**src/rtl/multi_cycle_ctrl_if.sv**
```systemverilog
// Control bundle between the multi-cycle controller (master) and datapath (slave).
interface multi_cycle_ctrl_if;
   logic [5:0]  opcode;
   logic [5:0]  funct;
   logic        zero;
   logic [2:0]  alu_op;
   logic        alu_src_a;
   logic [1:0]  alu_src_b;
   logic        ext_zero;
   logic        pc_en;
   logic [1:0]  pc_source;
   logic        i_or_d;
   logic        mem_read;
   logic        mem_write;
   logic        ir_write;
   logic        reg_dst;
   logic        mem_to_reg;
   logic        reg_write;
   logic [3:0]  state;
   logic        halted;
   logic [31:0] instr_count;

   modport master (
      input  opcode, funct, zero,
      output alu_op, alu_src_a, alu_src_b, ext_zero, pc_en, pc_source,
      output i_or_d, mem_read, mem_write, ir_write, reg_dst, mem_to_reg,
      output reg_write, state, halted, instr_count
   );

   modport slave (
      output opcode, funct, zero,
      input  alu_op, alu_src_a, alu_src_b, ext_zero, pc_en, pc_source,
      input  i_or_d, mem_read, mem_write, ir_write, reg_dst, mem_to_reg,
      input  reg_write, state, halted, instr_count
   );
endinterface

```
**src/rtl/multi_cycle_ctrl.sv**
```systemverilog
// Multi-cycle CPU control FSM: sequences IF/ID/EX/MEM/WB and drives datapath controls.
module multi_cycle_ctrl (
   input  logic               clk,
   input  logic               rst,
   multi_cycle_ctrl_if.master bus
);
   typedef enum logic [3:0] {
      S_IF    = 4'd0,
      S_ID    = 4'd1,
      S_MADDR = 4'd2,
      S_MRD   = 4'd3,
      S_MWB   = 4'd4,
      S_MWR   = 4'd5,
      S_EXR   = 4'd6,
      S_RWB   = 4'd7,
      S_BR    = 4'd8,
      S_JMP   = 4'd9,
      S_EXI   = 4'd10,
      S_IWB   = 4'd11,
      S_HALT  = 4'd12
   } state_e;

   localparam logic [5:0] OP_R    = 6'h00;
   localparam logic [5:0] OP_LW   = 6'h23;
   localparam logic [5:0] OP_SW   = 6'h2B;
   localparam logic [5:0] OP_BEQ  = 6'h04;
   localparam logic [5:0] OP_ADDI = 6'h08;
   localparam logic [5:0] OP_ORI  = 6'h0D;
   localparam logic [5:0] OP_J    = 6'h02;
   localparam logic [5:0] OP_HALT = 6'h3F;

   localparam logic [2:0] ALU_ADD = 3'b000;
   localparam logic [2:0] ALU_SUB = 3'b001;
   localparam logic [2:0] ALU_AND = 3'b010;
   localparam logic [2:0] ALU_OR  = 3'b011;
   localparam logic [2:0] ALU_SLT = 3'b111;

   state_e      state_q, state_d;
   logic [31:0] cnt_q, cnt_d;

   logic [2:0]  fn_op;
   logic        fn_ok;

   logic        pc_write, pc_write_cond, retire;
   logic        mr, mw, irw, rw;
   logic [2:0]  alu_op;
   logic        src_a, ext_zero, i_or_d, reg_dst, mem_to_reg;
   logic [1:0]  src_b, pc_source;

   always_comb begin
      fn_ok = 1'b1;
      fn_op = ALU_ADD;
      case (bus.funct)
         6'h20:   fn_op = ALU_ADD;
         6'h22:   fn_op = ALU_SUB;
         6'h24:   fn_op = ALU_AND;
         6'h25:   fn_op = ALU_OR;
         6'h2A:   fn_op = ALU_SLT;
         default: fn_ok = 1'b0;
      endcase
   end

   always_comb begin
      state_d = S_IF;
      case (state_q)
         S_IF: state_d = S_ID;
         S_ID: begin
            case (bus.opcode)
               OP_LW, OP_SW:    state_d = S_MADDR;
               OP_R:            state_d = S_EXR;
               OP_BEQ:          state_d = S_BR;
               OP_J:            state_d = S_JMP;
               OP_ADDI, OP_ORI: state_d = S_EXI;
               OP_HALT:         state_d = S_HALT;
               default:         state_d = S_IF;
            endcase
         end
         S_MADDR: state_d = (bus.opcode == OP_SW) ? S_MWR : S_MRD;
         S_MRD:   state_d = S_MWB;
         S_EXR:   state_d = S_RWB;
         S_EXI:   state_d = S_IWB;
         S_HALT:  state_d = S_HALT;
         default: state_d = S_IF;
      endcase
   end

   always_comb begin
      pc_write      = 1'b0;
      pc_write_cond = 1'b0;
      retire        = 1'b0;
      mr            = 1'b0;
      mw            = 1'b0;
      irw           = 1'b0;
      rw            = 1'b0;
      alu_op        = ALU_ADD;
      src_a         = 1'b0;
      src_b         = 2'b00;
      ext_zero      = 1'b0;
      pc_source     = 2'b00;
      i_or_d        = 1'b0;
      reg_dst       = 1'b0;
      mem_to_reg    = 1'b0;
      case (state_q)
         S_IF: begin
            mr       = 1'b1;
            irw      = 1'b1;
            pc_write = 1'b1;
            src_b    = 2'b01;
         end
         S_ID: src_b = 2'b11;
         S_MADDR: begin
            src_a = 1'b1;
            src_b = 2'b10;
         end
         S_MRD: begin
            mr     = 1'b1;
            i_or_d = 1'b1;
         end
         S_MWB: begin
            rw         = 1'b1;
            mem_to_reg = 1'b1;
            retire     = 1'b1;
         end
         S_MWR: begin
            mw     = 1'b1;
            i_or_d = 1'b1;
            retire = 1'b1;
         end
         S_EXR: begin
            src_a  = 1'b1;
            alu_op = fn_op;
         end
         // Unknown funct retires as a NOP: RWB runs but never writes.
         S_RWB: begin
            rw      = fn_ok;
            reg_dst = 1'b1;
            retire  = 1'b1;
         end
         S_BR: begin
            src_a         = 1'b1;
            alu_op        = ALU_SUB;
            pc_write_cond = 1'b1;
            pc_source     = 2'b01;
            retire        = 1'b1;
         end
         S_JMP: begin
            pc_write  = 1'b1;
            pc_source = 2'b10;
            retire    = 1'b1;
         end
         S_EXI: begin
            src_a = 1'b1;
            src_b = 2'b10;
            if (bus.opcode == OP_ORI) begin
               alu_op   = ALU_OR;
               ext_zero = 1'b1;
            end
         end
         S_IWB: begin
            rw     = 1'b1;
            retire = 1'b1;
         end
         default: ;
      endcase
   end

   assign cnt_d = cnt_q + {31'd0, retire};

   always_ff @(posedge clk) begin
      if (rst) begin
         state_q <= S_IF;
         cnt_q   <= 32'd0;
      end else begin
         state_q <= state_d;
         cnt_q   <= cnt_d;
      end
   end

   assign bus.pc_en       = ~rst & (pc_write | (pc_write_cond & bus.zero));
   assign bus.mem_read    = ~rst & mr;
   assign bus.mem_write   = ~rst & mw;
   assign bus.ir_write    = ~rst & irw;
   assign bus.reg_write   = ~rst & rw;
   assign bus.alu_op      = alu_op;
   assign bus.alu_src_a   = src_a;
   assign bus.alu_src_b   = src_b;
   assign bus.ext_zero    = ext_zero;
   assign bus.pc_source   = pc_source;
   assign bus.i_or_d      = i_or_d;
   assign bus.reg_dst     = reg_dst;
   assign bus.mem_to_reg  = mem_to_reg;
   assign bus.state       = state_q;
   assign bus.halted      = (state_q == S_HALT);
   assign bus.instr_count = cnt_q;
endmodule

```
**src/flat_wrapper.sv**
```systemverilog
// flat-port wrapper written by rule: the top's interface ports become plain ports
module multi_cycle_ctrl_flat 
  (clk, rst, bus_opcode, bus_funct, bus_zero, bus_alu_op, bus_alu_src_a, bus_alu_src_b, bus_ext_zero, bus_pc_en, bus_pc_source, bus_i_or_d, bus_mem_read, bus_mem_write, bus_ir_write, bus_reg_dst, bus_mem_to_reg, bus_reg_write, bus_state, bus_halted, bus_instr_count);
  multi_cycle_ctrl_if bus_i ();
  input  logic clk;
  input  logic rst;
  input wire logic [$bits(bus_i.opcode)-1:0] bus_opcode;
  input wire logic [$bits(bus_i.funct)-1:0] bus_funct;
  input wire logic [$bits(bus_i.zero)-1:0] bus_zero;
  output wire logic [$bits(bus_i.alu_op)-1:0] bus_alu_op;
  output wire logic [$bits(bus_i.alu_src_a)-1:0] bus_alu_src_a;
  output wire logic [$bits(bus_i.alu_src_b)-1:0] bus_alu_src_b;
  output wire logic [$bits(bus_i.ext_zero)-1:0] bus_ext_zero;
  output wire logic [$bits(bus_i.pc_en)-1:0] bus_pc_en;
  output wire logic [$bits(bus_i.pc_source)-1:0] bus_pc_source;
  output wire logic [$bits(bus_i.i_or_d)-1:0] bus_i_or_d;
  output wire logic [$bits(bus_i.mem_read)-1:0] bus_mem_read;
  output wire logic [$bits(bus_i.mem_write)-1:0] bus_mem_write;
  output wire logic [$bits(bus_i.ir_write)-1:0] bus_ir_write;
  output wire logic [$bits(bus_i.reg_dst)-1:0] bus_reg_dst;
  output wire logic [$bits(bus_i.mem_to_reg)-1:0] bus_mem_to_reg;
  output wire logic [$bits(bus_i.reg_write)-1:0] bus_reg_write;
  output wire logic [$bits(bus_i.state)-1:0] bus_state;
  output wire logic [$bits(bus_i.halted)-1:0] bus_halted;
  output wire logic [$bits(bus_i.instr_count)-1:0] bus_instr_count;
  assign bus_i.opcode = bus_opcode;
  assign bus_i.funct = bus_funct;
  assign bus_i.zero = bus_zero;
  assign bus_alu_op = bus_i.alu_op;
  assign bus_alu_src_a = bus_i.alu_src_a;
  assign bus_alu_src_b = bus_i.alu_src_b;
  assign bus_ext_zero = bus_i.ext_zero;
  assign bus_pc_en = bus_i.pc_en;
  assign bus_pc_source = bus_i.pc_source;
  assign bus_i_or_d = bus_i.i_or_d;
  assign bus_mem_read = bus_i.mem_read;
  assign bus_mem_write = bus_i.mem_write;
  assign bus_ir_write = bus_i.ir_write;
  assign bus_reg_dst = bus_i.reg_dst;
  assign bus_mem_to_reg = bus_i.mem_to_reg;
  assign bus_reg_write = bus_i.reg_write;
  assign bus_state = bus_i.state;
  assign bus_halted = bus_i.halted;
  assign bus_instr_count = bus_i.instr_count;
  multi_cycle_ctrl u_core (.clk(clk), .rst(rst), .bus(bus_i));
endmodule
```
**config.mk**
```make
export PLATFORM = sky130hd
export DESIGN_NAME = multi_cycle_ctrl_flat
export DESIGN_NICKNAME = d
export VERILOG_FILES = /design/src/rtl/multi_cycle_ctrl_if.sv /design/src/rtl/multi_cycle_ctrl.sv /design/src/flat_wrapper.sv
export SDC_FILE = /design/constraint.sdc
export NUM_CORES = 1
export LEC_CHECK = 0
export CORE_UTILIZATION = 45
export CTS_CLUSTER_DIAMETER = 40
export DETAILED_ROUTE_END_ITERATION = 10
export GPL_TIMING_DRIVEN = 1
export HOLD_SLACK_MARGIN = 0.1
export PLACE_DENSITY_LB_ADDON = 0.12
export SYNTH_ARGS = -nofsm -noshare
export SYNTH_HDL_FRONTEND = slang
export SYNTH_SLANG_ARGS = --single-unit
```
**constraint.sdc**
```tcl
create_clock -name clk -period 3.25 [get_ports clk]
set_clock_uncertainty 0.05 [all_clocks]
set_input_delay 0.8125 -clock clk [delete_from_list [all_inputs] [get_ports clk]]
set_output_delay 0.8125 -clock clk [all_outputs]
set_load 0.005 [all_outputs]
```
Word level (Yosys, flattened, before mapping)
Cells that the tools add are included.
{"block": "op_classes", "n_div": 0, "reduce_logical": 12, "bitwise_logic": 8, "order_cmp": 0, "mul": 0, "n_eq_ne": 24, "n_mux": 22, "shift": 0, "n_addsub": 1}
{"op": "6-bit equality test, second input constant", "count": 8}
{"op": "32-bit by 1-bit adder with 32-bit output", "count": 1}
{"op": "4-bit case mux with 7 select lines", "count": 1}
{"op": "4-bit case mux with 6 select lines", "count": 1}
{"op": "4-bit equality test, second input constant", "count": 5}
{"op": "4-bit by 3-bit equality test with 1-bit output, second input constant", "count": 4}
{"op": "2-bit OR reduction", "count": 7}
{"op": "1-bit 2-to-1 mux", "count": 13}
{"op": "6-bit by 4-bit equality test with 1-bit output, second input constant", "count": 2}
{"op": "3-bit case mux with 4 select lines", "count": 1}
{"op": "3-bit case mux with 3 select lines", "count": 1}
{"op": "4-bit by 2-bit equality test with 1-bit output, second input constant", "count": 2}
{"op": "1-bit bitwise AND", "count": 6}
{"op": "6-bit by 2-bit equality test with 1-bit output, second input constant", "count": 1}
{"op": "6-bit by 3-bit equality test with 1-bit output, second input constant", "count": 1}
{"op": "6-bit zero test", "count": 1}
{"op": "2-bit case mux with 3 select lines", "count": 1}
{"op": "6-bit OR reduction", "count": 1}
{"op": "5-bit OR reduction", "count": 1}
{"op": "4-bit by 1-bit equality test with 1-bit output, second input constant", "count": 1}
{"op": "4-bit zero test", "count": 1}
{"op": "2-bit case mux with 2 select lines", "count": 1}
{"op": "4-bit OR reduction", "count": 1}
{"op": "3-bit 2-to-1 mux", "count": 1}
{"op": "4 further kinds", "count": 4}
{"block": "totals", "n_memories": 0, "word_cells": 69, "out_inout_bits": 54, "ramBits": 0, "in_bits": 15, "regBits": 36, "mem_bits_ro": 0, "latchBits": 0}

Longest topological paths before layout
{"block": "logic_depth", "depth_word": 5, "ltp_mapped": 10, "depth_no_buf": 8}

Least setup slack after synthesis
OpenSTA, ideal clock, no wires.
{"block": "synth_path", "kind": "input to output", "start": "in bus_opcode[1]", "end": "out bus_alu_op[0]", "path_buffers": 1, "setup_slack_ns": 0.506, "path_stages": 4, "t_arrival_ns": 1.882, "path_cell_list": "clkbuf_1 > or3_1 > or3_1 > o211ai_1"}
{"block": "synth_via", "elab_chain_len": 3}
{"item": "start, declared", "line_no": "flat_wrapper.sv:7", "source": "input wire logic [$bits(bus_i.opcode)-1:0] bus_opcode;"}
{"item": "6-bit by 4-bit equality test with 1-bit output", "line_no": "multi_cycle_ctrl.sv:154", "source": "if (bus.opcode == OP_ORI) begin"}
{"item": "2-bit 2-to-1 mux", "line_no": "multi_cycle_ctrl.sv:154"}
{"item": "3-bit case mux with 3 select lines", "line_no": "multi_cycle_ctrl.sv:103", "source": "case (state_q)"}
{"item": "end, declared", "line_no": "flat_wrapper.sv:10", "source": "output wire logic [$bits(bus_i.alu_op)-1:0] bus_alu_op;"}
No other way between the ends.

Worst setup path after layout
{"block": "layout_path", "start": "in bus_funct[4]", "end": "out bus_alu_op[2]"}
{"block": "layout_via", "elab_chain_len": 3, "word_cells_on_any_way": 6, "classes_between": "eq/ne (4); mux (2)"}
{"item": "start, declared", "line_no": "flat_wrapper.sv:8", "source": "input wire logic [$bits(bus_i.funct)-1:0] bus_funct;"}
{"item": "6-bit equality test", "line_no": "multi_cycle_ctrl.sv:53", "source": "case (bus.funct)"}
{"item": "3-bit case mux with 4 select lines (*)", "line_no": "multi_cycle_ctrl.sv:53"}
{"item": "3-bit case mux with 3 select lines (*)", "line_no": "multi_cycle_ctrl.sv:103"}
Mark *: on every way between the ends. The rest lies on a longest branch, timed or not.

==> summary.txt <==
Clk Latency, worst-skew pair -> 0.28 ns
Mapped Area -> 2150 um2
worst setup margin -> 0.00884 ns
diode count -> 0
final weighted congestion in routability-driven placement -> 0.822
Post-Synth Simple-Gate Area -> 35.5%
Worst Tran Pin Value -> 0.485 ns
failing checks -> design-rule violations
worst hold-check path type -> reg -> reg
met1 layer usage reported by global route -> 28.9%
Post-synth EDFFs -> 0
unrepaired setup endpoints after global routing -> yes
crit path DAT -> 2.38 ns
Compound-Gate Fraction of Synth Area -> 15.4%
Vias/cell -> 5.68
placed cells -> 385
fin crit period -> 3.24 ns
Post-CTS Hold Fix Bufs -> 0
Synth Instances -> 270
total power -> 0.000879 W
top cell type's share of synthesized area -> 33.5%
routing usage on met3 -> 4.70%
area growth from synthesis to layout -> 40.6%
Placement Cell Area -> 2890 um2
DR DRC count -> 10
count of final setup violators -> 0
DIE AREA -> 5070 um2
Worst Setup End Kind -> output pin
Final period util -> 99.7%
Final HPWL DP -> 3.86 mm
worst rel slew slack -> 67.6%
die width -> 71.2 um
Initial Util -> 48.1%
clk root buf -> clkbuf_8
PortBufs -> 68
main combinational cell family by area after synthesis -> simple AND/OR/NAND/NOR gates
status -> complete, but fails checks
critical path required time -> 2.39 ns
asr flop ratio synth -> 0%
f_max -> 309 MHz
LEAKAGE -> 1.05 nW
CP Max Fanout -> 3
Yosys top cell by area -> dfxtp_1
post-synthesis mux area share -> 3.08%
vias in the first global route -> 2062
Worst-path clk slew -> 0.07 ns
clk sinks -> 36
Unique masters post-synth -> 45
htree depth -> 2
layout cell share with drive strength beyond 1 -> 12.0%
CORE AREA -> 4470 um2
iteration-0 DRC count of the detailed router -> 135
sequential share of the synthesized area -> 33.5%
Max VDD drop -> 0.229 mV
routed wire length -> 5.39 mm
Yosys warning count -> 0
Total GRT Usage -> 22.1%
Die Y -> 71.2 um
CTS Buf Count -> 5
post-synthesis register bit count -> 36
DR WL/cell -> 13.7 um
Synth Area in Adders -> 1.16%
global-route met2 utilization -> 36.2%
CTS tree -> done
Setup Crit Path Kind -> in -> out
pwr dens -> 291 nW/um2
Initial DRT Pass Iterations -> 9
Final Hold Vio Count -> 0
fin. max-slew vios -> 0
average size of a mapped cell -> 7.98 um2
initial antenna violation count -> 0
Most used DFF post-synth -> dfxtp_1
first-pass GRT wire length -> 9.16 mm
cell row count -> 24
Post-DRT Antenna Nets -> 0
Max clock buf depth -> 2
io pins -> 69
Syn Nets -> 287
max-cap viol count -> 0
CP startpoint kind -> input pin
Area contributors post-synth -> dfxtp_1 (33%), a21oi_1 (6.0%), nor2_1 (5.2%)
busiest grt layer -> met2
Filler cells -> 404
Final Cell Area -> 3030 um2
NumNets Final -> 358
Vias -> 2231
DP Worst Slack -> -0.331 ns
largest net degree at the start of global routing -> 38
global route overflow -> 0
Post-Synth XOR/XNOR Area -> 5.69%
fin cells -> 393
-- worst paths after layout --
path | slack [ns] | end | cells after the start | from
worst max-delay path | 0.009 | bus_alu_op[2] | 5 | bus_funct[4]
worst min-delay path | 0.44 | u_core.bus.instr_count[31]$_SDFF_PP0_ | 2 | u_core.bus.instr_count[31]$_SDFF_PP0_
worst max register to register | 0.54 | u_core.bus.instr_count[18]$_SDFF_PP0_ | 9 | u_core.bus.state[3]$_SDFF_PP0_
worst min register to register | 0.44 | u_core.bus.instr_count[31]$_SDFF_PP0_ | 2 | u_core.bus.instr_count[31]$_SDFF_PP0_
-- registers in the layout, indices dropped and copies added, names as in the netlist --
register / flops
u_core.bus.instr_count: 32
u_core.bus.state: 4
-- placed cells by master (no fill, tap or decap), types with 7 or more instances in the layout --
master            n
o21ai_0           9
nand4_1           8
nor2_1           30
buf_4            14
or4_1             9
clkbuf_8          7
a21oi_1          25
nand3_1          12
o31ai_1          10
clkdlybuf4s50_1  63
nand2_1          15
xor2_1            8
nor2b_1           9
dfxtp_1          36
nor3_1           11
-- cells in the mapped netlist (3+ instances only) --
cell and n:
a21oi_1 26, and3_1 5, and4_1 4, buf_2 4
buf_6 3, clkbuf_1 9, dfxtp_1 36, inv_1 5
mux2_2 5, nand2_1 15, nand2b_1 6, nand3_1 12
nand3b_1 3, nand4_1 8, nor2_1 30, nor2b_1 9
nor3_1 11, nor4_1 5, o21ai_0 9, o31ai_1 10
or3_1 6, or4_1 9, xnor2_1 6, xor2_1 8
-- per-stage QoR --
| stage | utilization (%) | hold WS, ns | TNS (ns) |
|---|---|---|---|
| floorplan | - | 0.418 | 0 |
| global placement | 64.7 | 0.411 | -1.02 |
| detailed placement | 64.7 | 0.427 | -1.13 |
| CTS | 67.3 | 0.436 | 0 |
| global route | 67.6 | 0.462 | -0.0664 |
| finish | 67.6 | 0.439 | 0 |
-- cell type report --
class                      instances  area [um2]  area share, %
clock buffer                       7        96.3           3.18
inverter                           5        18.8          0.620
multi-input combinational        211        1350           44.6
sequential                        36         721           23.8
tap                               52        65.1           2.15
timing repair buffer              82         776           25.6
-- worst max-delay path, stage by stage --
cell and delay, ns:
clkdlybuf4s50_1 0.45, nor4bb_4 0.33, nand2_1 0.12, nor2_1 0.14, clkdlybuf4s50_1 0.53
-- routing by layer --
metal / share of wire [%] / wire length, um
met1: 49 / 2630
met2: 47 / 2510
met3: 3.7 / 199
met4: 1.0 / 54
met5: 0 / 0
-- logic make-up after synthesis --
group / after synthesis
AND/OR/NAND/NOR: 134
AO/OA/AOI/OAI: 55
flip-flops: 36
buffers and inverters: 23
XOR/XNOR: 14
multiplexers: 6
adder cells (fa/ha/maj): 2
-- what timing repair did --
action                                  CTS  global route
setup buffers                             0             1
endpoints found under the setup margin    5             5
pin swaps                                 0             1
resized for setup                         9             7
-- report_power, final --
part           switching [W]  leakage, nW   total, W  internal [W]
sequential        0.00000230        0.290   0.000445      0.000443
clock               0.000149       0.0503   0.000338      0.000189
combinational      0.0000439        0.711  0.0000964     0.0000525
No activity file was read; power rests on OpenSTA's default activity.
